$ cat src/rtl/serial_frame_tx.sv
// Framing serializer: preamble, SFD, payload, CRC-8, one bit per clk108 cycle, MSB first.
// Latency: first preamble bit on tx_bit the cycle after the first byte handshake.
// Backpressure: 1-deep holding reg; s_tready low while it is full, during the gap, and in reset.
//
// Ports:
//   clk108, aresetn             bit clock, synchronous active-low reset
//   s_tdata/s_tvalid/s_tready   payload byte stream; s_tlast marks the final byte of a frame
//   tx_bit                      registered serial bit to the ODDR D inputs
//   tx_active                   high while tx_bit carries preamble/SFD/payload/CRC bits
//   frame_done                  1-cycle pulse in the first idle cycle after the CRC byte
//   tx_underrun                 1-cycle pulse when no payload byte is ready at a byte boundary
module serial_frame_tx #(
    parameter logic [7:0]  PREAMBLE_BYTE = 8'hAA,
    parameter int unsigned PREAMBLE_LEN  = 2,
    parameter logic [7:0]  SFD_BYTE      = 8'hD5,
    parameter int unsigned IFG_BITS      = 16,
    parameter logic        IDLE_BIT      = 1'b0
) (
    input  logic       clk108,
    input  logic       aresetn,
    input  logic [7:0] s_tdata,
    input  logic       s_tvalid,
    output logic       s_tready,
    input  logic       s_tlast,
    output logic       tx_bit,
    output logic       tx_active,
    output logic       frame_done,
    output logic       tx_underrun
);

    localparam int PCW = (PREAMBLE_LEN > 1) ? $clog2(PREAMBLE_LEN) : 1;
    localparam int GCW = (IFG_BITS > 2) ? $clog2(IFG_BITS - 1) : 1;
    // The IDLE cycle that accepts the next frame's first byte is itself an idle
    // bit-time, so GAP lasts IFG_BITS-1 cycles and the line sees exactly IFG_BITS
    // idle bits between back-to-back frames.
    localparam int GAP_LAST = (IFG_BITS > 1) ? int'(IFG_BITS) - 2 : 0;

    typedef enum logic [2:0] {
        ST_IDLE,
        ST_PRE,
        ST_SFD,
        ST_PAY,
        ST_CRC,
        ST_GAP
    } state_t;

    state_t         state_q, state_d;
    logic [2:0]     bcnt_q, bcnt_d;
    logic [PCW-1:0] pcnt_q, pcnt_d;
    logic [GCW-1:0] gcnt_q, gcnt_d;
    logic [7:0]     sh_q, sh_d;
    logic [7:0]     crc_q, crc_d;
    logic [7:0]     hold_dat_q, hold_dat_d;
    logic           hold_last_q, hold_last_d;
    logic           hold_valid_q, hold_valid_d;
    logic           cur_last_q, cur_last_d;
    logic           tx_bit_q, tx_bit_d;
    logic           tx_active_q, tx_active_d;
    logic           frame_done_q, frame_done_d;
    logic           tx_underrun_q, tx_underrun_d;
    logic           rdy_en_q, rdy_en_d;

    logic           hs;
    logic           byte_end;
    logic           load;
    logic [7:0]     nxt_byte;
    logic [7:0]     pay_byte;
    logic           pay_last;
    logic           pay_avail;

    // CRC-8, poly 0x07, init 0, MSB first, folded over one whole byte.
    function automatic logic [7:0] crc8_byte(input logic [7:0] crc, input logic [7:0] d);
        logic [7:0] c;
        c = crc ^ d;
        for (int i = 0; i < 8; i++) begin
            c = c[7] ? ({c[6:0], 1'b0} ^ 8'h07) : {c[6:0], 1'b0};
        end
        return c;
    endfunction

    // rdy_en_q keeps s_tready low during reset and for the release edge itself.
    assign s_tready = rdy_en_q &
                      ((state_q == ST_IDLE) ||
                       ((state_q == ST_PAY) && !hold_valid_q && !cur_last_q));
    assign hs       = s_tvalid & s_tready;
    assign byte_end = (bcnt_q == 3'd7);

    // A byte handshaken on the boundary edge itself counts as present.
    assign pay_avail = hold_valid_q | hs;
    assign pay_byte  = hold_valid_q ? hold_dat_q  : s_tdata;
    assign pay_last  = hold_valid_q ? hold_last_q : s_tlast;

    always_comb begin
        state_d       = state_q;
        bcnt_d        = bcnt_q;
        pcnt_d        = pcnt_q;
        gcnt_d        = gcnt_q;
        sh_d          = sh_q;
        crc_d         = crc_q;
        hold_dat_d    = hold_dat_q;
        hold_last_d   = hold_last_q;
        hold_valid_d  = hold_valid_q;
        cur_last_d    = cur_last_q;
        tx_bit_d      = tx_bit_q;
        tx_active_d   = tx_active_q;
        frame_done_d  = 1'b0;
        tx_underrun_d = 1'b0;
        rdy_en_d      = 1'b1;
        load          = 1'b0;
        nxt_byte      = 8'h00;

        case (state_q)
            ST_IDLE: begin
                tx_bit_d    = IDLE_BIT;
                tx_active_d = 1'b0;
                if (hs) begin
                    hold_dat_d   = s_tdata;
                    hold_last_d  = s_tlast;
                    hold_valid_d = 1'b1;
                    cur_last_d   = 1'b0;
                    crc_d        = 8'h00;
                    pcnt_d       = '0;
                    bcnt_d       = 3'd0;
                    tx_active_d  = 1'b1;
                    state_d      = ST_PRE;
                    load         = 1'b1;
                    nxt_byte     = PREAMBLE_BYTE;
                end
            end

            ST_PRE, ST_SFD, ST_PAY, ST_CRC: begin
                if (state_q == ST_PAY && hs) begin
                    hold_dat_d   = s_tdata;
                    hold_last_d  = s_tlast;
                    hold_valid_d = 1'b1;
                end
                if (!byte_end) begin
                    bcnt_d   = bcnt_q + 3'd1;
                    sh_d     = {sh_q[6:0], 1'b0};
                    tx_bit_d = sh_q[6];
                end else begin
                    bcnt_d = 3'd0;
                    case (state_q)
                        ST_PRE: begin
                            load = 1'b1;
                            if (pcnt_q == PCW'(PREAMBLE_LEN - 1)) begin
                                state_d  = ST_SFD;
                                nxt_byte = SFD_BYTE;
                            end else begin
                                pcnt_d   = pcnt_q + PCW'(1);
                                nxt_byte = PREAMBLE_BYTE;
                            end
                        end
                        ST_SFD: begin
                            // Holding reg is always full here: the frame opened with it.
                            state_d      = ST_PAY;
                            load         = 1'b1;
                            nxt_byte     = hold_dat_q;
                            cur_last_d   = hold_last_q;
                            hold_valid_d = 1'b0;
                            crc_d        = crc8_byte(crc_q, hold_dat_q);
                        end
                        ST_PAY: begin
                            load = 1'b1;
                            if (cur_last_q) begin
                                state_d  = ST_CRC;
                                nxt_byte = crc_q;
                            end else if (pay_avail) begin
                                nxt_byte     = pay_byte;
                                cur_last_d   = pay_last;
                                hold_valid_d = 1'b0;
                                crc_d        = crc8_byte(crc_q, pay_byte);
                            end else begin
                                // Starved mid-frame: close it with an inverted CRC so
                                // the receiver discards the truncated frame.
                                tx_underrun_d = 1'b1;
                                state_d       = ST_CRC;
                                nxt_byte      = ~crc_q;
                            end
                        end
                        default: begin
                            frame_done_d = 1'b1;
                            tx_active_d  = 1'b0;
                            tx_bit_d     = IDLE_BIT;
                            cur_last_d   = 1'b0;
                            gcnt_d       = '0;
                            state_d      = (IFG_BITS > 1) ? ST_GAP : ST_IDLE;
                        end
                    endcase
                end
            end

            ST_GAP: begin
                tx_bit_d    = IDLE_BIT;
                tx_active_d = 1'b0;
                if (gcnt_q == GCW'(GAP_LAST)) begin
                    state_d = ST_IDLE;
                end else begin
                    gcnt_d = gcnt_q + GCW'(1);
                end
            end

            default: begin
                state_d     = ST_IDLE;
                tx_bit_d    = IDLE_BIT;
                tx_active_d = 1'b0;
            end
        endcase

        if (load) begin
            sh_d     = nxt_byte;
            tx_bit_d = nxt_byte[7];
        end
    end

    always_ff @(posedge clk108) begin
        if (!aresetn) begin
            state_q       <= ST_IDLE;
            bcnt_q        <= 3'd0;
            pcnt_q        <= '0;
            gcnt_q        <= '0;
            sh_q          <= 8'h00;
            crc_q         <= 8'h00;
            hold_dat_q    <= 8'h00;
            hold_last_q   <= 1'b0;
            hold_valid_q  <= 1'b0;
            cur_last_q    <= 1'b0;
            tx_bit_q      <= IDLE_BIT;
            tx_active_q   <= 1'b0;
            frame_done_q  <= 1'b0;
            tx_underrun_q <= 1'b0;
            rdy_en_q      <= 1'b0;
        end else begin
            state_q       <= state_d;
            bcnt_q        <= bcnt_d;
            pcnt_q        <= pcnt_d;
            gcnt_q        <= gcnt_d;
            sh_q          <= sh_d;
            crc_q         <= crc_d;
            hold_dat_q    <= hold_dat_d;
            hold_last_q   <= hold_last_d;
            hold_valid_q  <= hold_valid_d;
            cur_last_q    <= cur_last_d;
            tx_bit_q      <= tx_bit_d;
            tx_active_q   <= tx_active_d;
            frame_done_q  <= frame_done_d;
            tx_underrun_q <= tx_underrun_d;
            rdy_en_q      <= rdy_en_d;
        end
    end

    assign tx_bit      = tx_bit_q;
    assign tx_active   = tx_active_q;
    assign frame_done  = frame_done_q;
    assign tx_underrun = tx_underrun_q;

endmodule
$ cat config.mk
export PLATFORM = sky130hd
export DESIGN_NAME = serial_frame_tx
export DESIGN_NICKNAME = d
export VERILOG_FILES = /design/src/rtl/serial_frame_tx.sv
export SDC_FILE = /design/constraint.sdc
export NUM_CORES = 1
export LEC_CHECK = 0
export ABC_AREA = 1
export ABC_CLOCK_PERIOD_IN_PS = 4800
export CAP_MARGIN = 5
export CORE_AREA = 2 2 78 80
export CTS_BUF_LIST = sky130_fd_sc_hd__clkbuf_2
export DETAILED_ROUTE_END_ITERATION = 6
export DIE_AREA = 0 0 80 82
export PLACE_DENSITY = 0.82
export REMOVE_ABC_BUFFERS = 1
export SLEW_MARGIN = 20
export SYNTH_ARGS = -nofsm -noshare
export SYNTH_HDL_FRONTEND = slang
export SYNTH_SLANG_ARGS = --single-unit
$ cat constraint.sdc
create_clock -name clk108 -period 4.8 [get_ports clk108]
set_input_delay 0.96 -clock clk108 [delete_from_list [all_inputs] [get_ports clk108]]
set_output_delay 0.96 -clock clk108 [all_outputs]
set_load 0.02 [all_outputs]
==> results of run 1 <==
==> critical path: cells and delay by family, from the launching register on <==
family                 cells  cell delay, ps
buffers and inverters      1             630
DFF                        1             540
and+or+nand+nor            3             490
AOI/OAI and AO/OA          1             170
==> power by group through the flow <==
stage          clock network (mW)  logic [mW]  registers, mW
3_5_place_dp                    0       0.895          0.496
3_3_place_gp                    0       0.866          0.496
6_report                    0.219       0.911          0.493
5_1_grt                     0.236        1.03          0.502
2_1_floorplan                   0       0.692          0.482
4_1_cts                     0.218       0.899          0.489
==> metal layers <==
metal / global-route usage / wire, µm / vias to the layer above / part of all wire
li1: - / - / 1634 / -
met1: 0.351 / 3650 / 1511 / 0.44
met2: 0.453 / 3930 / 132 / 0.48
met3: 0.0396 / 488 / 15 / 0.059
met4: 0.0983 / 153 / 0 / 0.019
met5: 0 / 0 / - / 0
==> synthesized netlist by cell type, types with 2 or more instances <==
cell,number
nor2_1,28
o211ai_1,3
inv_1,51
or2_2,3
xnor2_1,6
buf_1,2
dfxtp_1,42
nor2_4,2
xor2_1,8
clkbuf_1,4
o21ai_0,38
ha_1,4
a22oi_1,2
nand2_2,3
buf_2,3
a21oi_1,42
inv_2,6
nor3_1,4
nand4_1,3
nand2_4,2
nand3_2,2
nand3_1,45
nand2_1,174
nand3_4,3
o21a_1,3
==> cell type report <==
| class | count | area (µm²) |
|---|---|---|
| Inverter | 59 | 225 |
| Sequential cell | 42 | 841 |
| Tap cell | 75 | 93.8 |
| Clock inverter | 3 | 43.8 |
| Fill cell | 584 | 2450 |
| Multi-Input combinational cell | 384 | 1900 |
| Clock buffer | 5 | 25.0 |
| Timing Repair Buffer | 16 | 160 |
==> flip-flops by register name (all words and copies together), names as in the netlist <==
signal,flops
bcnt_q,3
crc_q,8
cur_last_q,1
frame_done,1
gcnt_q,4
hold_dat_q,8
hold_last_q,1
hold_valid_q,1
pcnt_q,1
rdy_en_q,1
sh_q,7
state_q,3
tx_active,1
tx_bit,1
tx_underrun,1
==> logic make-up after synthesis <==
kind of cell,after synthesis,share of synthesized area
DFF,42,0.279
and+or+nand+nor,272,0.406
xor gates and xnor gates,14,0.0406
buffers and inverters,69,0.0908
adders and majority gates,4,0.0166
AOI/OAI and AO/OA,94,0.167
==> worst paths after layout <==
kind                                                 from                    end  slack [ps]  depth (start not counted)
worst min register to register       sh_q[0]$_SDFFE_PN0P_   sh_q[0]$_SDFFE_PN0P_         490                          2
worst min-delay path                 sh_q[0]$_SDFFE_PN0P_   sh_q[0]$_SDFFE_PN0P_         490                          2
worst max-delay path              state_q[1]$_SDFFE_PN0P_               s_tready        1580                          5
worst max register to register  hold_valid_q$_SDFFE_PN0P_  crc_q[1]$_SDFFE_PN0P_        2340                         14
==> per-stage QoR <==
| step | hold slack (ps) | util |
|---|---|---|
| 2_1_floorplan | 432 | - |
| 3_3_place_gp | 456 | 0.561 |
| 3_5_place_dp | 461 | 0.561 |
| 4_1_cts | 488 | 0.573 |
| 5_1_grt | 520 | 0.573 |
| 6_report | 491 | 0.573 |
==> results.yml, run 1 <==
critical_path:
  crit_slowest_cell: "clkdlybuf4s50_1"
  cpPeakStageDelay_ps: 630
  worst-setup-path-type: "flop to output port"
  worstPathArrival_ps: 2260
  cp_max_fo: 18
  worst_setup_path_end_kind: "output port"
  critPathRequiredTime_ps: 3840
  cp-start-kind: "flop"
  critical_path.cell_chain: "nand2_4 > nor2_8 > nand2_2 > a21boi_0 > clkdlybuf4s50_1"
clock_network:
  tritoncts: "built"
  ctsResizeCount: 0
  clockBufferDepth: 2
  clock-sinks: 42
  numCtsBuffers: 5
  clk_latency_ps: 430
  path_clk_slew_ps: 240
  postCtsHoldBufs: 0
  cts_setup_buffers: 0
  h-tree-depth: 2
  root_buffer: "clkbuf_2"
detailed_routing:
  vias: 3292
  avgRoutedWirePerCell_um: 14.1
  drc: 0
  antenna_left: 0
  drtPass1Iterations: 5
  drt-initial-drc-count: 251
  via_per_inst: 5.64
  wl_mm: 8.23
logic_synthesis:
  synth.distinct_cells: 37
  synth_seq_area_share: 0.279
  synth_area_leader_cell: "dfxtp_1"
  synth.area.top_cells: "dfxtp_1, nand2_1, nand3_1, a21oi_1, inv_1"
  syn_avg_cell_area_um2: 6.10
  yosysWarningCount: 0
  yosys.area.top_type_share: 0.279
  async_flop_share: 0
  ys.flop_type: "dfxtp_1"
  syn_inst: 495
  synth_edf_count: 0
  yosys_register_bits: 42
  netlist_area_mm2: 0.00302
flow_run:
  drv_cap: 0
layout:
  final_layout_size_suffix_gt1_frac: 0.0668
  antennaDiodeCount: 0
  final_common_cell: "nand2_1"
  fin_nets: 524
  syn_to_final_growth_pct: 9.08
  postLayoutCellArea_mm2: 0.00329
  final_cell_mix: "nand2_1, inv_1, nand3_1"
  stdcell_count: 584
pwr:
  p_int_mw: 0.802
  p_sw_mw: 0.821
  p_leak_nw: 1.51
  p_per_area_mw_per_mm2: 493
  peakVddDrop_mv: 0.305
  clkPwrFrac: 0.135
  seqPwrFrac: 0.304
  fin_total_pwr_mw: 1.62
  netSwitchingFraction: 0.506
  p_comb_frac: 0.561
global_route:
  grt_pass1_wl_mm: 13.6
  first_global_vias: 2934
  grt_max_degree: 22
  grtUsageTotal: 0.269
  grt_antenna_before_repair: 0
  overflow: 0
timing:
  slew_headroom: 0.504
  final.setup.tns_ps: 0
  period_share: 0.671
  slew_viol_final: 0
  rsz0062_at_grt: "no"
  finalWorstSetupSlack_ps: 1580
  hold_viol_final: 0
  worstMarginPinSlew_ps: 743
  max_freq_mhz: 310
  fin_crit_ps: 3220
  setup_viol: 0
  skew_ps: 20.6
place:
  post-place-ws_ps: 1960
  gp_congestion: 0.992
  dpl_cell_area_mm2: 0.00322
  placedCellCount: 576
  port-buffer-count: 16
  dp_hpwl_mm: 6.33
die:
  io_pins: 17
  fp-row-count: 28
  die-area_mm2: 0.00656
  die_h_um: 82
  coreArea_mm2: 0.00575
  die_x_um: 80
  initial_core_util: 0.525
run_status:
  status: "completed"
worst_hold_path:
  holdCritPathClass: "flop to flop"
Power figures use the tool's default switching activity.
==> run 2, diff against run 1 <==
--- a/config.mk
+++ b/config.mk
@@ -6,7 +6,7 @@
 export NUM_CORES = 1
 export LEC_CHECK = 0
 export ABC_AREA = 1
-export ABC_CLOCK_PERIOD_IN_PS = 4800
+export ABC_CLOCK_PERIOD_IN_PS = 3350
 export CAP_MARGIN = 5
 export CORE_AREA = 2 2 78 80
 export CTS_BUF_LIST = sky130_fd_sc_hd__clkbuf_2
==> constraint.sdc (replaced) <==
create_clock -name clk108 -period 3.35 [get_ports clk108]
set_input_delay 0.67 -clock clk108 [delete_from_list [all_inputs] [get_ports clk108]]
set_output_delay 0.67 -clock clk108 [all_outputs]
set_load 0.02 [all_outputs]
==> run 2 against run 1 <==
Sequential cell count unchanged. Worst setup slack worse by 1200 ps. Final area decreased by 0.53%. Critical path type unchanged. Highest routed layer unchanged.
==> results.yml, run 2 (synthesis results as in run 1) <==
clock_network:
  ctsResizeCount: 0
  postCtsHoldBufs: 0
  clock-sinks: 42
  numCtsBuffers: 5
  h-tree-depth: 2
  tritoncts: "built"
  path_clk_slew_ps: 270
  clockBufferDepth: 2
  root_buffer: "clkbuf_2"
  cts_setup_buffers: 0
  clk_latency_ps: 440
timing:
  worst_hold_slack_ps: 489
  setup_viol: 0
  hold_viol_final: 0
  rsz0062_at_grt: "no"
  slew_viol_final: 0
  worstMarginPinSlew_ps: 747
  period_share: 0.884
  skew_ps: 36.6
  fin_crit_ps: 2960
  slew_headroom: 0.502
  max_freq_mhz: 338
  final.setup.tns_ps: 0
critical_path:
  worstPathArrival_ps: 2290
  timing.rr.start: "hold_valid_q$_SDFFE_PN0P_"
  timing.rr.end: "crc_q[2]$_SDFFE_PN0P_"
  cp_max_fo: 18
  rrSetupSlack_ps: 880
  worst-setup-path-type: "flop to output port"
  crit_path_start: "state_q[1]$_SDFFE_PN0P_"
  critPathRequiredTime_ps: 2680
  cp-start-kind: "flop"
  crit_slowest_cell: "clkdlybuf4s50_1"
  endpoint: "s_tready"
  cpPeakStageDelay_ps: 620
  worst_setup_path_end_kind: "output port"
  critical_path.cell_chain: "nand2_4 > nor2_8 > nand2_2 > a21boi_0 > clkdlybuf4s50_1"
  reg2reg_depth: 14
detailed_routing:
  wl_met3_um: 645
  wl_met2_mm: 3.82
  avgRoutedWirePerCell_um: 14.3
  wl_mm: 8.36
  wl_met1_mm: 3.59
  drtPass1Iterations: 5
  antenna_left: 0
  drt-initial-drc-count: 259
  drc: 0
  top_layer: "met4"
  vias: 3292
  via_per_inst: 5.63
pwr:
  p_int_mw: 1.07
  p_leak_nw: 1.50
  p_comb_frac: 0.579
  peakVddDrop_mv: 0.368
  clkPwrFrac: 0.108
  fin_total_pwr_mw: 2.26
  netSwitchingFraction: 0.525
  p_per_area_mw_per_mm2: 690
  seqPwrFrac: 0.313
  p_sw_mw: 1.19
die:
  die_h_um: 82
  initial_core_util: 0.525
  io_pins: 17
  fp-row-count: 28
  die-area_mm2: 0.00656
  die_x_um: 80
  coreArea_mm2: 0.00575
global_route:
  grt_antenna_before_repair: 0
  grtUsageTotal: 0.271
  grt_max_degree: 22
  overflow: 0
  first_global_vias: 2965
  grt_pass1_wl_mm: 13.8
place:
  placedCellCount: 577
  port-buffer-count: 16
  dp_hpwl_mm: 6.20
  gp_congestion: 0.941
layout:
  final_layout_size_suffix_gt1_frac: 0.0686
  fin_nets: 525
  final_cell_mix: "nand2_1, inv_1, nand3_1"
  reg.largest.list: "crc_q: 8 flops, hold_dat_q: 8 flops, sh_q: 7 flops"
  syn_to_final_growth_pct: 8.50
  final_util: 0.570
  final_common_cell: "nand2_1"
  stdcell_count: 585
  antennaDiodeCount: 0
flow_run:
  drv_cap: 0
run_status:
  status: "completed"
worst_hold_path:
  holdCritPathClass: "flop to flop"
## run 2: cell types whose count changed in the layout (fill, tap and decap cells not counted)
| cell | delta |
|---|---|
| buf_4 | +1 |
| bufinv_16 | -1 |
| clkinv_2 | +1 |
## run 2: stage by stage
stage	area (µm²)	setup slack, ps
after floorplan	2970	1360
after global placement	3230	885
after detailed placement	3230	826
after CTS	3270	402
after global routing	3270	245
final	3270	388
## run 2: cell type report
cell class / instances / area, µm²
inverter: 59 / 225
clock buffer: 5 / 25.0
fill: 589 / 2470
tap: 75 / 93.8
clock inverter: 3 / 18.8
timing repair buffer: 17 / 168
sequential: 42 / 841
multi-input combinational: 384 / 1900
## run 2: worst min path at each step
stage / startpoint / endpoint / slack [ps] / cells after the start
floorplan: bcnt_q[0]$_SDFFE_PN0P_ / bcnt_q[0]$_SDFFE_PN0P_ / 430 / 1
global placement: sh_q[5]$_SDFFE_PN0P_ / sh_q[5]$_SDFFE_PN0P_ / 450 / 2
detailed placement: sh_q[0]$_SDFFE_PN0P_ / sh_q[0]$_SDFFE_PN0P_ / 450 / 2
CTS: sh_q[0]$_SDFFE_PN0P_ / sh_q[0]$_SDFFE_PN0P_ / 480 / 2
global route: bcnt_q[0]$_SDFFE_PN0P_ / bcnt_q[0]$_SDFFE_PN0P_ / 520 / 1
finish: bcnt_q[0]$_SDFFE_PN0P_ / bcnt_q[0]$_SDFFE_PN0P_ / 490 / 1
## run 2: critical path, delay by kind of cell (launching register included)
| family | cells | cell delay, ps |
|---|---|---|
| compound gates | 1 | 160 |
| buf+inv | 1 | 620 |
| flops | 1 | 550 |
| simple gates | 3 | 510 |
## run 2: power groups by stage
| stage | Clock [mW] | Sequential [mW] | Combinational [mW] |
|---|---|---|---|
| floorplan | 0 | 0.691 | 0.991 |
| global placement | 0 | 0.711 | 1.25 |
| detailed placement | 0 | 0.711 | 1.28 |
| CTS | 0.245 | 0.702 | 1.28 |
| global route | 0.259 | 0.718 | 1.48 |
| finish | 0.243 | 0.707 | 1.31 |
## run 2: metal layers
metal,up-vias,global-route usage
li1,1626,-
met1,1493,0.351
met2,145,0.439
met3,28,0.0484
met4,0,0.124
met5,-,0
==> run 3, diff against run 2 <==
--- a/config.mk
+++ b/config.mk
@@ -12,7 +12,7 @@
 export CTS_BUF_LIST = sky130_fd_sc_hd__clkbuf_2
 export DETAILED_ROUTE_END_ITERATION = 6
 export DIE_AREA = 0 0 80 82
-export PLACE_DENSITY = 0.82
+export PLACE_DENSITY_LB_ADDON = 0.08
 export REMOVE_ABC_BUFFERS = 1
 export SLEW_MARGIN = 20
 export SYNTH_ARGS = -nofsm -noshare
==> run 3 against run 2 <==
Fmax rose by 2.1%. Largest power group unchanged. Sequential share of layout area barely moved. Non-clock buffer count did not move. Highest routed layer unchanged.
==> results.yml, run 3 (synthesis results as in run 1) <==
run_status:
  status: "completed"
die:
  io_pins: 17
  die_h_um: 82
  initial_core_util: 0.525
  die-area_mm2: 0.00656
  fp-row-count: 28
  die_x_um: 80
  coreArea_mm2: 0.00575
clock_network:
  h-tree-depth: 2
  path_clk_slew_ps: 210
  cts_setup_buffers: 0
  root_buffer: "clkbuf_2"
  clockBufferDepth: 2
  tritoncts: "built"
  clk_latency_ps: 430
  postCtsHoldBufs: 0
  clock-sinks: 42
  ctsResizeCount: 0
  numCtsBuffers: 5
detailed_routing:
  drtPass1Iterations: 5
  drt-initial-drc-count: 172
  avgRoutedWirePerCell_um: 14.5
  antenna_left: 0
  wl_mm: 8.48
  via_per_inst: 5.49
  drc: 0
  vias: 3210
critical_path:
  cp-start-kind: "flop"
  worst_setup_path_end_kind: "output port"
  cpPeakStageDelay_ps: 630
  rrSetupSlack_ps: 860
  critPathRequiredTime_ps: 2680
  crit_slowest_cell: "clkdlybuf4s50_1"
  critical_path.cell_chain: "nand2_4 > nor2_8 > nand2_2 > a21boi_0 > clkdlybuf4s50_1"
  worstPathArrival_ps: 2230
  cp_max_fo: 18
  worst-setup-path-type: "flop to output port"
global_route:
  first_global_vias: 2946
  top_usage_layer: "met2"
  met1_usage: 0.350
  grtUsageTotal: 0.275
  grt_pass1_wl_mm: 14.0
  grt_antenna_before_repair: 0
  overflow: 0
  grtUsageMet3: 0.0374
  grtUsageMet2: 0.485
  grt_max_degree: 22
timing:
  fin_crit_ps: 2900
  setup_viol: 0
  slew_viol_final: 0
  skew_ps: 25.5
  final.setup.tns_ps: 0
  period_share: 0.866
  max_freq_mhz: 345
  slew_headroom: 0.458
  rsz0062_at_grt: "no"
  hold_viol_final: 0
  worstMarginPinSlew_ps: 813
flow_run:
  drv_cap: 0
layout:
  syn_to_final_growth_pct: 8.42
  fin_nets: 525
  final_common_cell: "nand2_1"
  final_layout_size_suffix_gt1_frac: 0.0667
  final_cell_mix: "nand2_1, inv_1, nand3_1"
  reg.largest.list: "crc_q: 8 flops, hold_dat_q: 8 flops, sh_q: 7 flops"
  antennaDiodeCount: 0
place:
  dp_hpwl_mm: 6.43
  port-buffer-count: 16
  gp_congestion: 0.936
pwr:
  p_per_area_mw_per_mm2: 683
  fin_total_pwr_mw: 2.24
  peakVddDrop_mv: 0.468
  p_leak_nw: 1.50
worst_hold_path:
  holdCritPathClass: "flop to flop"
-- run 3: cell type report --
| class | instances | area [µm²] |
|---|---|---|
| clock buffers | 5 | 25.0 |
| clock inverters | 3 | 16.3 |
| fillers | 614 | 2470 |
| inverters | 59 | 225 |
| multi-input cells | 384 | 1900 |
| flip-flops and latches | 42 | 841 |
| well taps | 75 | 93.8 |
| repair buffers | 17 | 168 |
-- run 3: path summary, 6_finish.rpt --
check                                  from                     end  cells past startpoint
hold reg to reg      bcnt_q[0]$_SDFFE_PN0P_  bcnt_q[0]$_SDFFE_PN0P_                      1
hold / removal       bcnt_q[0]$_SDFFE_PN0P_  bcnt_q[0]$_SDFFE_PN0P_                      1
setup reg to reg  hold_valid_q$_SDFFE_PN0P_   crc_q[6]$_SDFFE_PN0P_                     10
setup / recovery    state_q[1]$_SDFFE_PN0P_                s_tready                      5
-- run 3: worst max-delay path: cells and delay by family, from the launching register on --
| kind | cells | cell delay [ps] |
|---|---|---|
| buffers and inverters | 1 | 630 |
| DFF | 1 | 520 |
| and+or+nand+nor | 3 | 490 |
| AOI/OAI and AO/OA | 1 | 170 |
-- run 3: per-layer routing --
| metal | wire [µm] | part of all wire | up-vias |
|---|---|---|---|
| li1 | - | - | 1636 |
| met1 | 3720 | 0.44 | 1419 |
| met2 | 4000 | 0.47 | 133 |
| met3 | 577 | 0.068 | 22 |
| met4 | 179 | 0.021 | 0 |
| met5 | 0 | 0 | - |
-- run 3: power by group --
group	leakage, nW	switching, mW	internal (mW)	total [mW]
Sequential	0.343	0.112	0.598	0.710
Combinational	1.13	0.877	0.423	1.30
Clock	0.0264	0.178	0.0475	0.225
Total	1.50	1.17	1.07	2.24
-- run 3: metrics by stage --
step | hold slack, ps | area, µm² | std cells | util | setup WS (ps)
floorplan | 432 | 2970 | 485 | - | 1360
global placement | 453 | 3230 | 577 | 0.562 | 899
detailed placement | 453 | 3230 | 577 | 0.562 | 838
CTS | 479 | 3270 | 585 | 0.569 | 416
global route | 498 | 3270 | 585 | 0.569 | 256
finish | 480 | 3270 | 585 | 0.569 | 449
